`src/rtl/traffic_pkg.sv`:
```
// traffic_pkg: light codes shared with the light sequencer and pedestrian state encodings
package traffic_pkg;
    typedef enum logic [2:0] {RED = 3'b100, GREEN = 3'b010, YELLOW = 3'b001} light_t;
    typedef enum logic [1:0] {IDLE, WALK, CLEAR, FAULT} ped_state_t;
endpackage

```
`src/rtl/ped_signal_ctrl_if.sv`:
```
// ped_signal_ctrl_if: vehicle light/button/tick inputs and pedestrian lamp/display outputs
interface ped_signal_ctrl_if;
    logic [2:0] light;
    logic       ped_btn;
    logic       tick;
    logic       walk;
    logic       dont_walk;
    logic [7:0] cnt_bcd;
    logic       req_pending;
    logic       fault;
    modport master (output light, ped_btn, tick, input walk, dont_walk, cnt_bcd, req_pending, fault);
    modport slave  (input light, ped_btn, tick, output walk, dont_walk, cnt_bcd, req_pending, fault);
endinterface

```
`src/rtl/bcd_down_counter.sv`:
```
// bcd_down_counter: two-digit BCD down counter, load has priority over dec
module bcd_down_counter (
    input  logic       clk,
    input  logic       rst,
    input  logic       load,
    input  logic [7:0] load_val,
    input  logic       dec,
    output logic [7:0] q,
    output logic       is_one
);
    always_ff @(posedge clk) begin
        if (rst) q <= 8'h00;
        else if (load) q <= load_val;
        else if (dec) q <= (q[3:0] == 4'd0) ? {q[7:4] - 4'd1, 4'd9} : {q[7:4], q[3:0] - 4'd1};
    end
    assign is_one = q == 8'h01;
endmodule

```
`src/rtl/ped_signal_ctrl.sv`:
```
// ped_signal_ctrl: pedestrian WALK/DONT_WALK heads with BCD countdown, served on vehicle-red onset
module ped_signal_ctrl
    import traffic_pkg::*;
#(
    parameter logic [7:0] WALK_TIME  = 8'h10,
    parameter logic [7:0] CLEAR_TIME = 8'h07
) (
    input logic              clk,
    input logic              rst,
    ped_signal_ctrl_if.slave bus
);
    ped_state_t state, nxt;
    logic [2:0] light_q;
    logic       req, flash, legal, red_rise, load, dec, is_one;
    logic [7:0] load_val, cnt;

    assign legal    = bus.light inside {RED, GREEN, YELLOW};
    assign red_rise = (bus.light == RED) && (light_q != RED);

    always_comb begin
        nxt = state;
        if (!legal) nxt = FAULT;
        else if (state == FAULT) nxt = (bus.light == RED) ? IDLE : FAULT;
        else if (state inside {WALK, CLEAR} && bus.light != RED) nxt = IDLE;
        else if (state == IDLE && red_rise && (req || bus.ped_btn)) nxt = WALK;
        else if (state == WALK && bus.tick && is_one) nxt = CLEAR;
        else if (state == CLEAR && bus.tick && is_one) nxt = IDLE;
    end

    // Every state change reloads the counter, so IDLE/FAULT always show 00
    assign load     = nxt != state;
    assign load_val = (nxt == WALK) ? WALK_TIME : (nxt == CLEAR) ? CLEAR_TIME : 8'h00;
    assign dec      = bus.tick && !load && (state inside {WALK, CLEAR});

    always_ff @(posedge clk) begin
        if (rst) begin
            state   <= IDLE;
            light_q <= RED;
            req     <= 1'b0;
            flash   <= 1'b0;
        end else begin
            state   <= nxt;
            light_q <= bus.light;
            req     <= (nxt == WALK && state != WALK) ? 1'b0 :
                       (bus.ped_btn && !(state inside {WALK, FAULT})) ? 1'b1 : req;
            flash   <= (nxt == CLEAR && state != CLEAR) ? 1'b1 :
                       (dec && state == CLEAR) ? !flash : flash;
        end
    end

    bcd_down_counter u_cnt (
        .clk(clk), .rst(rst), .load(load), .load_val(load_val),
        .dec(dec), .q(cnt), .is_one(is_one)
    );

    assign bus.walk        = state == WALK;
    assign bus.dont_walk   = (state == CLEAR) ? flash : (state != WALK);
    assign bus.cnt_bcd     = cnt;
    assign bus.req_pending = req;
    assign bus.fault       = state == FAULT;
endmodule

```
`src/flat_wrapper.sv`:
```
// flat-port wrapper written by rule: the top's interface ports become plain ports
module ped_signal_ctrl_flat import traffic_pkg::*;
#(
    parameter logic [7:0] WALK_TIME  = 8'h10,
    parameter logic [7:0] CLEAR_TIME = 8'h07
)
  (clk, rst, bus_light, bus_ped_btn, bus_tick, bus_walk, bus_dont_walk, bus_cnt_bcd, bus_req_pending, bus_fault);
  ped_signal_ctrl_if bus_i ();
  input logic clk;
  input logic rst;
  input wire logic [$bits(bus_i.light)-1:0] bus_light;
  input wire logic [$bits(bus_i.ped_btn)-1:0] bus_ped_btn;
  input wire logic [$bits(bus_i.tick)-1:0] bus_tick;
  output wire logic [$bits(bus_i.walk)-1:0] bus_walk;
  output wire logic [$bits(bus_i.dont_walk)-1:0] bus_dont_walk;
  output wire logic [$bits(bus_i.cnt_bcd)-1:0] bus_cnt_bcd;
  output wire logic [$bits(bus_i.req_pending)-1:0] bus_req_pending;
  output wire logic [$bits(bus_i.fault)-1:0] bus_fault;
  assign bus_i.light = bus_light;
  assign bus_i.ped_btn = bus_ped_btn;
  assign bus_i.tick = bus_tick;
  assign bus_walk = bus_i.walk;
  assign bus_dont_walk = bus_i.dont_walk;
  assign bus_cnt_bcd = bus_i.cnt_bcd;
  assign bus_req_pending = bus_i.req_pending;
  assign bus_fault = bus_i.fault;
  ped_signal_ctrl #(.WALK_TIME(WALK_TIME), .CLEAR_TIME(CLEAR_TIME)) u_core (.clk(clk), .rst(rst), .bus(bus_i));
endmodule
```
`config.mk`:
```
export PLATFORM = sky130hd
export DESIGN_NAME = ped_signal_ctrl_flat
export DESIGN_NICKNAME = d
export VERILOG_FILES = /design/src/rtl/traffic_pkg.sv /design/src/rtl/ped_signal_ctrl_if.sv /design/src/rtl/bcd_down_counter.sv /design/src/rtl/ped_signal_ctrl.sv /design/src/flat_wrapper.sv
export SDC_FILE = /design/constraint.sdc
export NUM_CORES = 1
export LEC_CHECK = 0
export ABC_AREA = 1
export CAP_MARGIN = 40
export CORE_ASPECT_RATIO = 1.2
export CORE_MARGIN = 4
export CORE_UTILIZATION = 51
export DETAILED_ROUTE_END_ITERATION = 12
export GPL_ROUTABILITY_DRIVEN = 0
export PLACE_DENSITY = 0.78
export SKIP_CTS_REPAIR_TIMING = 1
export SLEW_MARGIN = 10
export SYNTH_ARGS = -nofsm -noshare
export SYNTH_HDL_FRONTEND = slang
export SYNTH_HIERARCHICAL = 1
export SYNTH_SLANG_ARGS = --single-unit
```
`constraint.sdc`:
```
create_clock -name clk -period 3.5 [get_ports clk]
set_clock_uncertainty 0.15 [all_clocks]
set_input_delay 0.525 -clock clk [delete_from_list [all_inputs] [get_ports clk]]
set_output_delay 0.525 -clock clk [all_outputs]
set_load 0.005 [all_outputs]
```
==> parameters.txt, run 1 <==
Parameter                              Value

Setup path
  Cell repeated most along the worst path ... nand2_1
  Crit. Startpoint ... u_core/u_cnt/q[4]$_SDFFE_PP0P_
  Critical path cell sequence ... inv_1 -> ha_1 -> nand4_1 -> nor4_1 -> nand3_1 -> nand2_1 -> nand2_1 -> nand3_2 -> nand2_2 -> nand2_1 -> nand2_1 -> inv_2 -> nand2_1 -> nor2_1 -> inv_1 -> or2_1 -> nand3_1 -> nand2_1 -> nor2_1 -> nor2_1
  Worst setup slack for register-to-register paths ... 0.70 ns
  Destination of the worst register-to-register timing path ... u_core/u_cnt/q[1]$_SDFFE_PP0P_
  Dominant delay contributor by cell family on the critical path ... simple AND/OR/NAND/NOR gates
  Cell with the largest stage delay on the worst path ... dfxtp_1
  Reg-to-reg startpoint ... u_core/u_cnt/q[4]$_SDFFE_PP0P_
  Worst Path Required ... 3.52 ns
  Crit path buf inv count ... 3
  Crit-path max cell delay ... 0.34 ns
  Element type at the critical path end ... flop
  Crit start category ... flop
  Number of cell instances on the worst register-to-register path ... 20
  Crit path arrival time ... 2.82 ns
  Crit path kind ... flop to flop
  Largest fanout on the critical path ... 4

Die
  Area of the die ... 2870 µm²
  Count of pins on the block boundary ... 19
  Overall die height ... 57.9 µm
  Initial Util ... 0.553
  Core ar. ... 1910 µm²
  DIE WIDTH ... 49.6 µm
  Site row count ... 17

Outcome
  Outcome ... finished clean

Routing
  First-pass DRT Iterations ... 4
  Post-Route WL ... 2250 µm
  Vias ... 1011
  Antenna violation net count after detailed routing ... 0
  Number of vias per cell after detailed routing ... 5.06
  DRC violations left ... 0
  Number of DRC markers after the initial detailed-route iteration ... 18
  Routed length per instance ... 11.3 µm

Synth
  Most numerous cell in the Yosys netlist ... nand2_1
  Area leader, netlist ... dfxtp_1
  Synth top area cells ... dfxtp_1 28%, nand2_1 11%, nor2_1 8.9%, inv_1 8.2%, ha_1 7.1%
  Top cells by instance count after synthesis ... 30 x nand2_1, 25 x nor2_1, 23 x inv_1
  Post-synth EDFFs ... 0
  Most used DFF post-synth ... dfxtp_1
  Total number of yosys warnings ... 6
  Sequential share of the synthesized area ... 0.284
  Instance count of the mapped netlist ... 156
  Async S/R FF share, synth ... 0
  FF+latch count, synth ... 15
  Synthesized area divided by synthesized cell count ... 6.79 µm²
  Syn Std Cell Area ... 1060 µm²
  Synth unique cells ... 27
  Area share of the largest cell type after synthesis ... 0.284

CTS
  TritonCTS clock tree ... done
  Clock network latency to the later pin of the worst-skew pair ... 0.29 ns
  Clock transition at the registers of the reported paths ... 0.10 ns
  CTS Buffer Depth ... 2
  H-Tree Level Count ... 1
  Number of sinks on the clock net ... 15
  Number of buffers created by CTS ... 3
  CTS Root Cell ... clkbuf_4

STA
  Final slew viol count ... 0
  Setup TNS Final ... 0 ns
  Achievable clock frequency ... 358 MHz
  Final cycle utilization of the critical path ... 0.799
  Final Critical Period ... 2.80 ns
  Worst hold slack ... 0.423 ns
  Final Hold Fails ... 0
  Total setup violations reported at the end of the flow ... 0
  Setup repair after global routing missed its margin ... no

Finish
  Area added between synthesis and finish ... 22.5%
  # diodes ... 0
  Net count of the finished layout ... 195
  Fraction of final layout cells with drive strength greater than 1 ... 0.155

Global routing
  Total routing resource utilization after global routing ... 0.181
  Remaining global-route overflow ... 0
  Number of global-route vias before repair ... 976
  Wire length of the first global-routing pass ... 4130 µm
  Largest net degree at the start of global routing ... 11
  Antenna violations before repair ... 0

Power
  Power density over cell area ... 411 nW/µm²
  Leak Pwr ... 0.000637 µW
  Worst ir drop on vdd ... 0.000218 V

Hold path
  Sink of the worst hold path ... u_core/u_cnt/q[4]$_SDFFE_PP0P_
  Number of cells on the worst hold path ... 2
  Critical hold path startpoint ... u_core/u_cnt/q[4]$_SDFFE_PP0P_
  Worst hold-check path type ... flop to flop

Placement
  HPWL after DPL ... 1830 µm
  Count of input and output buffers ... 18

Run
  Count of maximum capacitance violations ... 0
==> sequential cells by signal, indices dropped and copies added, names as in the netlist <==
signal                  flops
u_core/flash                1
u_core/light_q              3
u_core/state                2
u_core/bus.req_pending      1
u_core/u_cnt/q              8
==> cells in the final DEF, fill, tap and decap left out, drive strengths merged, types with 3 or more instances in the layout <==
master | Yosys | final
nand2 | 39 | 39
nor2 | 30 | 30
inv | 27 | 27
clkdlybuf4s50 | 0 | 18
dfxtp | 15 | 15
nand3 | 14 | 14
ha | 6 | 6
nand4 | 5 | 5
a21oi | 5 | 5
o21ai | 4 | 4
conb | 1 | 4
clkbuf | 0 | 4
o211ai | 3 | 3
==> layout make-up <==
class	count	area [µm²]
fill	180	618
timing repair buffer	19	188
tap	19	23.8
sequential	15	300
multi-input combinational	116	654
clock buffer	4	26.3
inverter	27	104
==> stage by stage <==
stage	util	power, µW	area, µm²	setup WS (ns)	std cells
after global placement	0.663	429	1270	0.719	196
after CTS	0.677	538	1300	0.699	200
final	0.677	533	1300	0.704	200
after global routing	0.677	577	1300	0.390	200
after floorplan	-	362	1070	1.03	159
after detailed placement	0.663	434	1270	0.661	196
==> kinds of logic after synthesis <==
| kind of cell | Yosys count | share of synthesized area |
|---|---|---|
| xor+xnor | 1 | 0.00828 |
| compound gates | 15 | 0.0993 |
| buf+inv | 28 | 0.109 |
| fa+ha+maj | 6 | 0.0709 |
| other cells | 1 | 0.00354 |
| simple gates | 90 | 0.426 |
| flops | 15 | 0.284 |
==> worst reg2reg max path, cell delays in order, from the launching register on <==
cell     delay (ns)
dfxtp_1        0.34
inv_1          0.11
ha_1           0.16
nand4_1        0.11
nor4_1         0.28
nand3_1        0.16
nand2_1        0.08
nand2_1        0.06
nand3_2        0.09
nand2_2        0.08
nand2_1        0.06
nand2_1        0.06
inv_2          0.06
nand2_1        0.06
nor2_1         0.21
inv_1          0.12
or2_1          0.24
nand3_1        0.08
nand2_1        0.05
nor2_1         0.09
nor2_1         0.04
==> power by group <==
group | leakage (µW) | switching [µW] | internal (µW)
combinational | 0.000497 | 117 | 99.7
sequential | 0.000125 | 22.1 | 191
clock | 0.0000150 | 58.6 | 44.3
total | 0.000637 | 198 | 335
==> worst max path at each step <==
stage                                      to  slack (ns)  cells past startpoint
5_1_grt        u_core/u_cnt/q[1]$_SDFFE_PP0P_        0.39                     20
6_report       u_core/u_cnt/q[1]$_SDFFE_PP0P_        0.70                     20
3_5_place_dp   u_core/u_cnt/q[1]$_SDFFE_PP0P_        0.66                     16
3_3_place_gp   u_core/u_cnt/q[1]$_SDFFE_PP0P_        0.72                     17
4_1_cts        u_core/u_cnt/q[1]$_SDFFE_PP0P_        0.70                     20
2_1_floorplan  u_core/u_cnt/q[1]$_SDFFE_PP0P_        1.03                     20
==> per-layer routing <==
metal | share of wire | GRT usage | vias up
li1 | - | - | 539
met5 | 0 | 0 | -
met2 | 0.50 | 0.316 | 22
met4 | 0.027 | 0.0949 | 0
met1 | 0.44 | 0.213 | 443
met3 | 0.036 | 0.0283 | 7
(Power assumes the default switching activity.)
==> run 2: changes to the inputs <==
CORE_UTILIZATION = 46   (was 51)
PLACE_DENSITY = 0.74   (was 0.78)
clock period = 2.5 ns   (was 3.5 ns; I/O delays follow)
==> run 2 against run 1 <==
Effect of this change:
- the run now ends with negative setup slack left
- register-to-register slack worse by 0.82 ns
- combinational power rose by 83%
- sequential power up 36%
- first-iteration DRC count grew 44%
- die area up 9.2%
- hold slack better by 0.055 ns
- cell area rose by 14%
- critical endpoint unchanged
- largest cell class unchanged
- highest routed layer unchanged
==> parameters.txt, run 2 (synthesis results as in run 1) <==
Parameter                              Value

Global routing
  Remaining global-route overflow ... 0 (unchanged)
  Largest net degree at the start of global routing ... 11 (unchanged)
  Number of global-route vias before repair ... 1024 (+4.9%)
  Wire length of the first global-routing pass ... 4140 µm (+0.17%)
  Antenna violations before repair ... 0 (unchanged)
  Total routing resource utilization after global routing ... 0.175 (-0.00682)

Setup path
  Count of cell instances traversed by the critical path ... 21 (+5.0%)
  Crit. Startpoint ... u_core/u_cnt/q[5]$_SDFFE_PP0P_
  Dominant delay contributor by cell family on the critical path ... simple AND/OR/NAND/NOR gates
  Cell with the largest stage delay on the worst path ... dfxtp_2
  Critical path cell sequence ... inv_2 -> ha_4 -> nand4_1 -> nor4_1 -> buf_4 -> nand3_2 -> nand2_1 -> nand2_1 -> nand3_2 -> nand2_2 -> nand2_1 -> nand2_1 -> inv_2 -> nand2_4 -> nor2_4 -> inv_2 -> or2_1 -> nand3_1 -> nand2_1 -> nor2_1 -> nor2_1
  Element type at the critical path end ... flop
  Crit path buf inv count ... 4 (+1)
  Worst setup slack for register-to-register paths ... -0.12 ns (-0.82 ns)
  Crit start category ... flop
  Destination of the worst register-to-register timing path ... u_core/u_cnt/q[1]$_SDFFE_PP0P_
  Number of cell instances on the worst register-to-register path ... 21 (+5.0%)
  Crit-path max cell delay ... 0.34 ns (about the same)
  Worst Path Required ... 2.52 ns (-1.00 ns)
  Crit path kind ... flop to flop
  Crit path arrival time ... 2.64 ns (-0.18 ns)
  Setup crit end ... u_core/u_cnt/q[1]$_SDFFE_PP0P_
  Reg-to-reg startpoint ... u_core/u_cnt/q[5]$_SDFFE_PP0P_
  Cell repeated most along the worst path ... nand2_1
  Largest fanout on the critical path ... 3 (-1)

Finish
  Post-route design area ... 1480 µm² (+14%)
  Commonest non-fill, non-tap cell in the layout ... nand2_1
  FF+latch area ... 303 µm² (+0.83%)
  Filler-free cell count of the finished design ... 228 (+14%)
  Largest reg by FF count ... u_core/u_cnt/q
  Flip-flop count of the largest register, all copies and words added ... 8 (unchanged)
  Fillers ... 183 (+1.7%)
  Net count of the finished layout ... 212 (+8.7%)
  Commonest non-fill, non-tap cells in the layout ... 29 x nand2_1, 22 x nor2_1, 20 x inv_1
  Area added between synthesis and finish ... 39.8%
  # diodes ... 0 (unchanged)
  Biggest regs ... u_core/u_cnt/q (8), u_core/light_q (3), u_core/state (2)
  Multi-input logic area ... 692 µm² (+5.7%)
  Fraction of final layout cells with drive strength greater than 1 ... 0.283 (+0.128)

Placement
  Count of input and output buffers ... 18 (unchanged)
  Instance area after placement ... 1380 µm² (+8.8%)
  HPWL after DPL ... 1900 µm (+4.0%)
  Inst Count DP ... 220 (+12%)

Routing
  DRC violations left ... 0 (unchanged)
  First-pass DRT Iterations ... 5 (+1)
  Number of DRC markers after the initial detailed-route iteration ... 26 (+8)
  Post-Route WL ... 2550 µm (+13%)
  Vias ... 1098 (+8.6%)
  Number of vias per cell after detailed routing ... 4.82 (-4.7%)
  Antenna violation net count after detailed routing ... 0 (unchanged)
  Routed length per instance ... 11.2 µm (-0.87%)

Die
  DIE WIDTH ... 51.8 µm (+4.4%)
  Initial Util ... 0.500 (-0.0529)
  Overall die height ... 60.6 µm (+4.6%)
  Area of the die ... 3140 µm² (+9.2%)
  Core ar. ... 2120 µm² (+11%)
  Count of pins on the block boundary ... 19 (unchanged)
  Site row count ... 18 (+1)

CTS
  Number of sinks on the clock net ... 15 (unchanged)
  Clock transition at the registers of the reported paths ... 0.09 ns (about the same)
  Clock network latency to the later pin of the worst-skew pair ... 0.28 ns (about the same)
  H-Tree Level Count ... 1 (unchanged)
  Number of buffers created by CTS ... 3 (unchanged)
  CTS Buffer Depth ... 2 (unchanged)
  CTS Root Cell ... clkbuf_4
  TritonCTS clock tree ... done

Power
  Switching Fraction ... 0.367 (-0.00446)
  Sequential power share ... 0.350 (-0.050)
  Worst ir drop on vdd ... 0.000288 V (+32%)
  Combinational Power Share ... 0.481 (+0.074)
  Sum of internal, switching and leakage power ... 829 µW (+55%)
  Power density over cell area ... 560 nW/µm² (+36%)
  Clock network fraction of design power ... 0.169 (-0.024)
  Leak Pwr ... 0.000725 µW (+14%)
  Reported net switching power ... 304 µW (+54%)
  Internal power consumption ... 525 µW (+57%)

STA
  Total setup violations reported at the end of the flow ... 7 (+7)
  Final Hold Fails ... 0 (unchanged)
  Achievable clock frequency ... 382 MHz (+6.8%)
  Min setup slack post-route ... -0.118 ns (-0.822 ns)
  Final Critical Period ... 2.62 ns (-0.178 ns)
  Setup repair after global routing missed its margin ... yes
  Final cycle utilization of the critical path ... 1.05 (+0.248)
  Final slew viol count ... 0 (unchanged)

Outcome
  Failing checks ... negative setup slack
  Outcome ... finished with violations

Run
  Count of maximum capacitance violations ... 0 (unchanged)

Hold path
  Worst hold-check path type ... flop to flop
## run 2: cell types whose count changed in the layout (fill, tap and decap cells not counted), sizes merged
cell  change
buf      +17
## run 2: how the worst min path moves through the flow
stage,start,endpoint,slack [ns],cells after the start
finish,u_core/bus.req_pending$_SDFFE_PP0P_,u_core/bus.req_pending$_SDFFE_PP0P_,0.48,3
global route,u_core/u_cnt/q[4]$_SDFFE_PP0P_,u_core/u_cnt/q[4]$_SDFFE_PP0P_,0.50,3
CTS,u_core/u_cnt/q[7]$_SDFFE_PP0P_,u_core/u_cnt/q[7]$_SDFFE_PP0P_,0.48,4
detailed placement,u_core/u_cnt/q[7]$_SDFFE_PP0P_,u_core/u_cnt/q[7]$_SDFFE_PP0P_,0.47,4
global placement,u_core/u_cnt/q[7]$_SDFFE_PP0P_,u_core/u_cnt/q[7]$_SDFFE_PP0P_,0.44,3
floorplan,rst,u_core/state[1]$_SDFF_PP0_,0.29,1
## run 2: power groups by stage
stage                     registers, µW  clock network, µW  logic, µW
after floorplan                     302                  0        204
after global placement              292                  0        350
after detailed placement            294                  0        358
after CTS                           289                150        360
after global routing                295                162        440
final                               291                140        398
## run 2: layout make-up
cell class | count | share of cell area
multi-input combinational | 116 | 0.467
timing repair buffer | 36 | 0.213
sequential | 15 | 0.205
inverter | 27 | 0.0719
tap | 30 | 0.0254
clock buffer | 4 | 0.0178
## run 2: stage by stage
stage | utilization | worst slack, ns | hold slack, ns | setup TNS, ns
final | 0.699 | -0.118 | 0.479 | -0.351
after global routing | 0.699 | -0.315 | 0.503 | -1.95
after detailed placement | 0.652 | -0.0430 | 0.466 | -0.0430
after floorplan | - | 0.0271 | 0.294 | 0
after global placement | 0.652 | 0.0323 | 0.443 | 0
after CTS | 0.665 | -0.0813 | 0.481 | -0.150
## run 2: metal layers
| metal | GRT usage | part of all wire | wire, µm | vias up |
|---|---|---|---|---|
| li1 | - | - | - | 572 |
| met1 | 0.194 | 0.42 | 1060 | 495 |
| met2 | 0.316 | 0.52 | 1330 | 23 |
| met3 | 0.0221 | 0.027 | 69 | 8 |
| met4 | 0.105 | 0.031 | 80 | 0 |
| met5 | 0 | 0 | 0 | - |
## run 2: worst reg2reg max path, cell delays in order, from the launching register on
cell,delay [ns]
dfxtp_2,0.34
inv_2,0.07
ha_4,0.12
nand4_1,0.09
nor4_1,0.24
buf_4,0.17
nand3_2,0.08
nand2_1,0.09
nand2_1,0.06
nand3_2,0.10
nand2_2,0.06
nand2_1,0.07
nand2_1,0.07
inv_2,0.08
nand2_4,0.06
nor2_4,0.11
inv_2,0.05
or2_1,0.24
nand3_1,0.09
nand2_1,0.05
nor2_1,0.08
nor2_1,0.04
==> run 3: changes to the inputs <==
ABC_AREA = unset   (was 1)
CAP_MARGIN = 20   (was 40)
CORE_MARGIN = 5   (was 4)
CORE_UTILIZATION = 45   (was 46)
==> run 3 against run 2 <==
Effect of this change:
- the run still ends with negative setup slack left
- sequential power is 2% lower
- clock power up 4%
- setup slack got worse by 0.57 ns
- routed wire length up 42%
- critical endpoint is now u_core/u_cnt/q[6]$_SDFFE_PP0P_
==> parameters.txt, run 3 <==
Parameter                              Value

Finish
  Area added between synthesis and finish ... 80.0%
  Net count of the finished layout ... 193 (-9.0%)
  # diodes ... 0 (unchanged)
  Share of the core filled with cells in the final layout ... 0.852 (+0.153)
  Commonest non-fill, non-tap cells in the layout ... 44 x buf_4, 14 x clkdlybuf4s50_1, 11 x dfxtp_1
  Flip-flop count of the largest register, all copies and words added ... 8 (unchanged)
  Filler-free cell count of the finished design ... 209 (-8.3%)
  Fraction of final layout cells with drive strength greater than 1 ... 0.525 (+0.242)
  Fillers ... 111 (-39%)
  Commonest non-fill, non-tap cell in the layout ... buf_4
  Largest reg by FF count ... u_core/u_cnt/q
  Biggest regs ... u_core/u_cnt/q (8), u_core/light_q (3), u_core/state (2)

Power
  Power density over cell area ... 486 nW/µm² (-13%)
  Combinational Power Share ... 0.499 (+0.018)
  Clock network fraction of design power ... 0.170 (about the same)
  Worst ir drop on vdd ... 0.000472 V (+64%)
  Leak Pwr ... 0.000711 µW (-2.0%)
  Switching Fraction ... 0.357 (-0.00975)
  Internal power consumption ... 552 µW (+5.2%)
  Sequential power share ... 0.331 (-0.019)
  Reported net switching power ... 306 µW (+0.83%)

Synth
  Post-synth EDFFs ... 0 (unchanged)
  Top cells by instance count after synthesis ... 15 x dfxtp_1, 9 x inv_1, 8 x nor2_1
  Synth top area cells ... dfxtp_1 31%, ha_1 7.7%, a311oi_1 5.4%, inv_1 3.4%, a21oi_1 3.1%
  Most numerous cell in the Yosys netlist ... dfxtp_1
  FF+latch count, synth ... 15 (unchanged)
  Area share of the largest cell type after synthesis ... 0.306 (+0.0224)
  Synthesized area divided by synthesized cell count ... 8.60 µm² (+27%)
  Syn Std Cell Area ... 981 µm² (-7.3%)
  Sequential share of the synthesized area ... 0.306 (+0.0224)
  Total number of yosys warnings ... 6 (unchanged)
  Area leader, netlist ... dfxtp_1
  Synth unique cells ... 46 (+70%)
  Most used DFF post-synth ... dfxtp_1
  Async S/R FF share, synth ... 0 (unchanged)
  Instance count of the mapped netlist ... 114 (-27%)

Die
  Core ar. ... 2070 µm² (-2.1%)
  Initial Util ... 0.473 (-0.0266)
  Site row count ... 18 (unchanged)
  Area of the die ... 3220 µm² (+2.6%)
  Count of pins on the block boundary ... 19 (unchanged)
  Overall die height ... 61.1 µm (+0.98%)
  DIE WIDTH ... 52.6 µm (+1.6%)

Setup path
  Worst setup slack for register-to-register paths ... -0.69 ns (-0.57 ns)
  Reg-to-reg startpoint ... u_core/u_cnt/q[4]$_SDFFE_PP0P_
  Cell repeated most along the worst path ... nand3_2
  Crit path arrival time ... 3.25 ns (+0.61 ns)
  Cell with the largest stage delay on the worst path ... or4b_4
  Largest fanout on the critical path ... 4 (+1)
  Critical path cell sequence ... inv_4 -> ha_4 -> nand3_2 -> nor4_2 -> buf_4 -> nand3_2 -> a32oi_2 -> o31ai_2 -> xnor2_1 -> and3b_4 -> or4b_4 -> or4_4 -> a311oi_2
  Crit path buf inv count ... 2 (-2)
  Element type at the critical path end ... flop
  Crit start category ... flop
  Worst Path Required ... 2.56 ns (+0.04 ns)
  Number of cell instances on the worst register-to-register path ... 13 (-38%)
  Destination of the worst register-to-register timing path ... u_core/u_cnt/q[6]$_SDFFE_PP0P_
  Crit-path max cell delay ... 0.49 ns (+0.15 ns)
  Dominant delay contributor by cell family on the critical path ... simple AND/OR/NAND/NOR gates
  Crit path kind ... flop to flop

CTS
  CTS Root Cell ... clkbuf_4
  H-Tree Level Count ... 1 (unchanged)
  Clock network latency to the later pin of the worst-skew pair ... 0.30 ns (+0.02 ns)
  Number of sinks on the clock net ... 15 (unchanged)
  Clock transition at the registers of the reported paths ... 0.10 ns (about the same)
  CTS Buffer Depth ... 2 (unchanged)
  Number of buffers created by CTS ... 3 (unchanged)
  TritonCTS clock tree ... done

Routing
  Antenna violation net count after detailed routing ... 0 (unchanged)
  Number of vias per cell after detailed routing ... 5.76 (+20%)
  Post-Route WL ... 3610 µm (+42%)
  DRC violations left ... 0 (unchanged)
  First-pass DRT Iterations ... 4 (-1)
  Vias ... 1203 (+9.6%)
  Number of DRC markers after the initial detailed-route iteration ... 29 (+12%)
  Routed length per instance ... 17.3 µm (+55%)

STA
  Final cycle utilization of the critical path ... 1.27 (+0.227)
  Final slew viol count ... 0 (unchanged)
  Achievable clock frequency ... 314 MHz (-18%)
  Worst rel slew slack ... 0.666
  Setup TNS Final ... -3.43 ns (-3.08 ns)
  Final Critical Period ... 3.19 ns (+0.567 ns)
  Final Hold Fails ... 0 (unchanged)
  Slew at the pin with the worst max-slew slack ... 0.499 ns
  Total setup violations reported at the end of the flow ... 9 (+2)
  Worst hold slack ... 0.253 ns (-0.226 ns)
  Setup repair after global routing missed its margin ... yes
  Min setup slack post-route ... -0.685 ns (-0.567 ns)

Hold path
  Number of cells on the worst hold path ... 2 (-1)
  Sink of the worst hold path ... u_core/light_q[2]$_SDFF_PP1_
  Worst hold-check path type ... primary input to flop
  Critical hold path startpoint ... bus_light[2]

Placement
  HPWL after DPL ... 2300 µm (+21%)
  Inst Count DP ... 201 (-8.6%)
  Count of input and output buffers ... 18 (unchanged)

Global routing
  Largest net degree at the start of global routing ... 12 (+1)
  Antenna violations before repair ... 0 (unchanged)
  Number of global-route vias before repair ... 1147 (+12%)
  Remaining global-route overflow ... 0 (unchanged)
  Total routing resource utilization after global routing ... 0.221 (+0.0460)
  Wire length of the first global-routing pass ... 5220 µm (+26%)

Run
  Count of maximum capacitance violations ... 0 (unchanged)

Outcome
  Failing checks ... negative setup slack
  Outcome ... finished with violations
[run 3: changes by cell type in the layout (fill, tap and decap cells not counted), moves of 4 or more]
| cell | change |
|---|---|
| a311oi_2 | +4 |
| buf_4 | +26 |
| clkdlybuf4s50_1 | -4 |
| dlymetal6s2s_1 | +4 |
| inv_1 | -15 |
| nand2_1 | -22 |
| nand2_2 | -8 |
| nand3_1 | -8 |
| nand4_1 | -5 |
| nor2_1 | -15 |
[run 3: kinds of logic after synthesis]
family / Yosys count / share of synthesized area
compound gates: 30 / 0.235
other cells: 1 / 0.00382
simple gates: 46 / 0.291
flops: 15 / 0.306
buf+inv: 13 / 0.0587
xor+xnor: 2 / 0.0179
fa+ha+maj: 6 / 0.0765
mux: 1 / 0.0115
[run 3: worst reg2reg max path: stages, from the launching register on]
cell      delay (ns)
dfxtp_2         0.35
inv_4           0.08
ha_4            0.13
nand3_2         0.07
nor4_2          0.14
buf_4           0.18
nand3_2         0.07
a32oi_2         0.21
o31ai_2         0.11
xnor2_1         0.22
and3b_4         0.23
or4b_4          0.49
or4_4           0.44
a311oi_2        0.23
[run 3: metal layers]
layer	share of wire	vias to the layer above	global-route usage	routed length (µm)
li1	-	557	-	-
met1	0.37	605	0.246	1350
met2	0.56	31	0.410	2030
met3	0.032	10	0.0266	114
met4	0.034	0	0.109	123
met5	0	-	0	0
[run 3: layout make-up]
| class | count | area [µm²] | share of cell area |
|---|---|---|---|
| clock buffers | 4 | 26.3 | 0.0149 |
| multi-input cells | 89 | 837 | 0.474 |
| well taps | 30 | 37.5 | 0.0213 |
| repair buffers | 62 | 520 | 0.295 |
| inverters | 9 | 36.3 | 0.0206 |
| flip-flops and latches | 15 | 308 | 0.174 |
[run 3: worst max-delay path by stage]
stage,from,to,cells past startpoint
finish,u_core/u_cnt/q[4]$_SDFFE_PP0P_,u_core/u_cnt/q[6]$_SDFFE_PP0P_,13
global route,u_core/u_cnt/q[4]$_SDFFE_PP0P_,u_core/u_cnt/q[6]$_SDFFE_PP0P_,13
CTS,bus_light[2],u_core/u_cnt/q[6]$_SDFFE_PP0P_,10
detailed placement,bus_light[2],u_core/u_cnt/q[6]$_SDFFE_PP0P_,10
global placement,bus_light[2],u_core/u_cnt/q[6]$_SDFFE_PP0P_,9
floorplan,u_core/state[1]$_SDFF_PP0_,u_core/u_cnt/q[6]$_SDFFE_PP0P_,10
[run 3: power by group through the flow]
stage	combinational (µW)	clock [µW]	sequential, µW
after floorplan	144	0	293
after global placement	336	0	282
after detailed placement	344	0	284
after CTS	348	146	278
after global routing	461	163	287
final	429	146	284
[run 3: per-stage QoR]
step	area [µm²]	setup WS (ns)	power (µW)
after floorplan	1010	-0.653	437
after global placement	1510	-1.02	618
after detailed placement	1510	-1.10	628
after CTS	1530	-0.886	772
after global routing	1770	-0.810	912
final	1770	-0.685	859
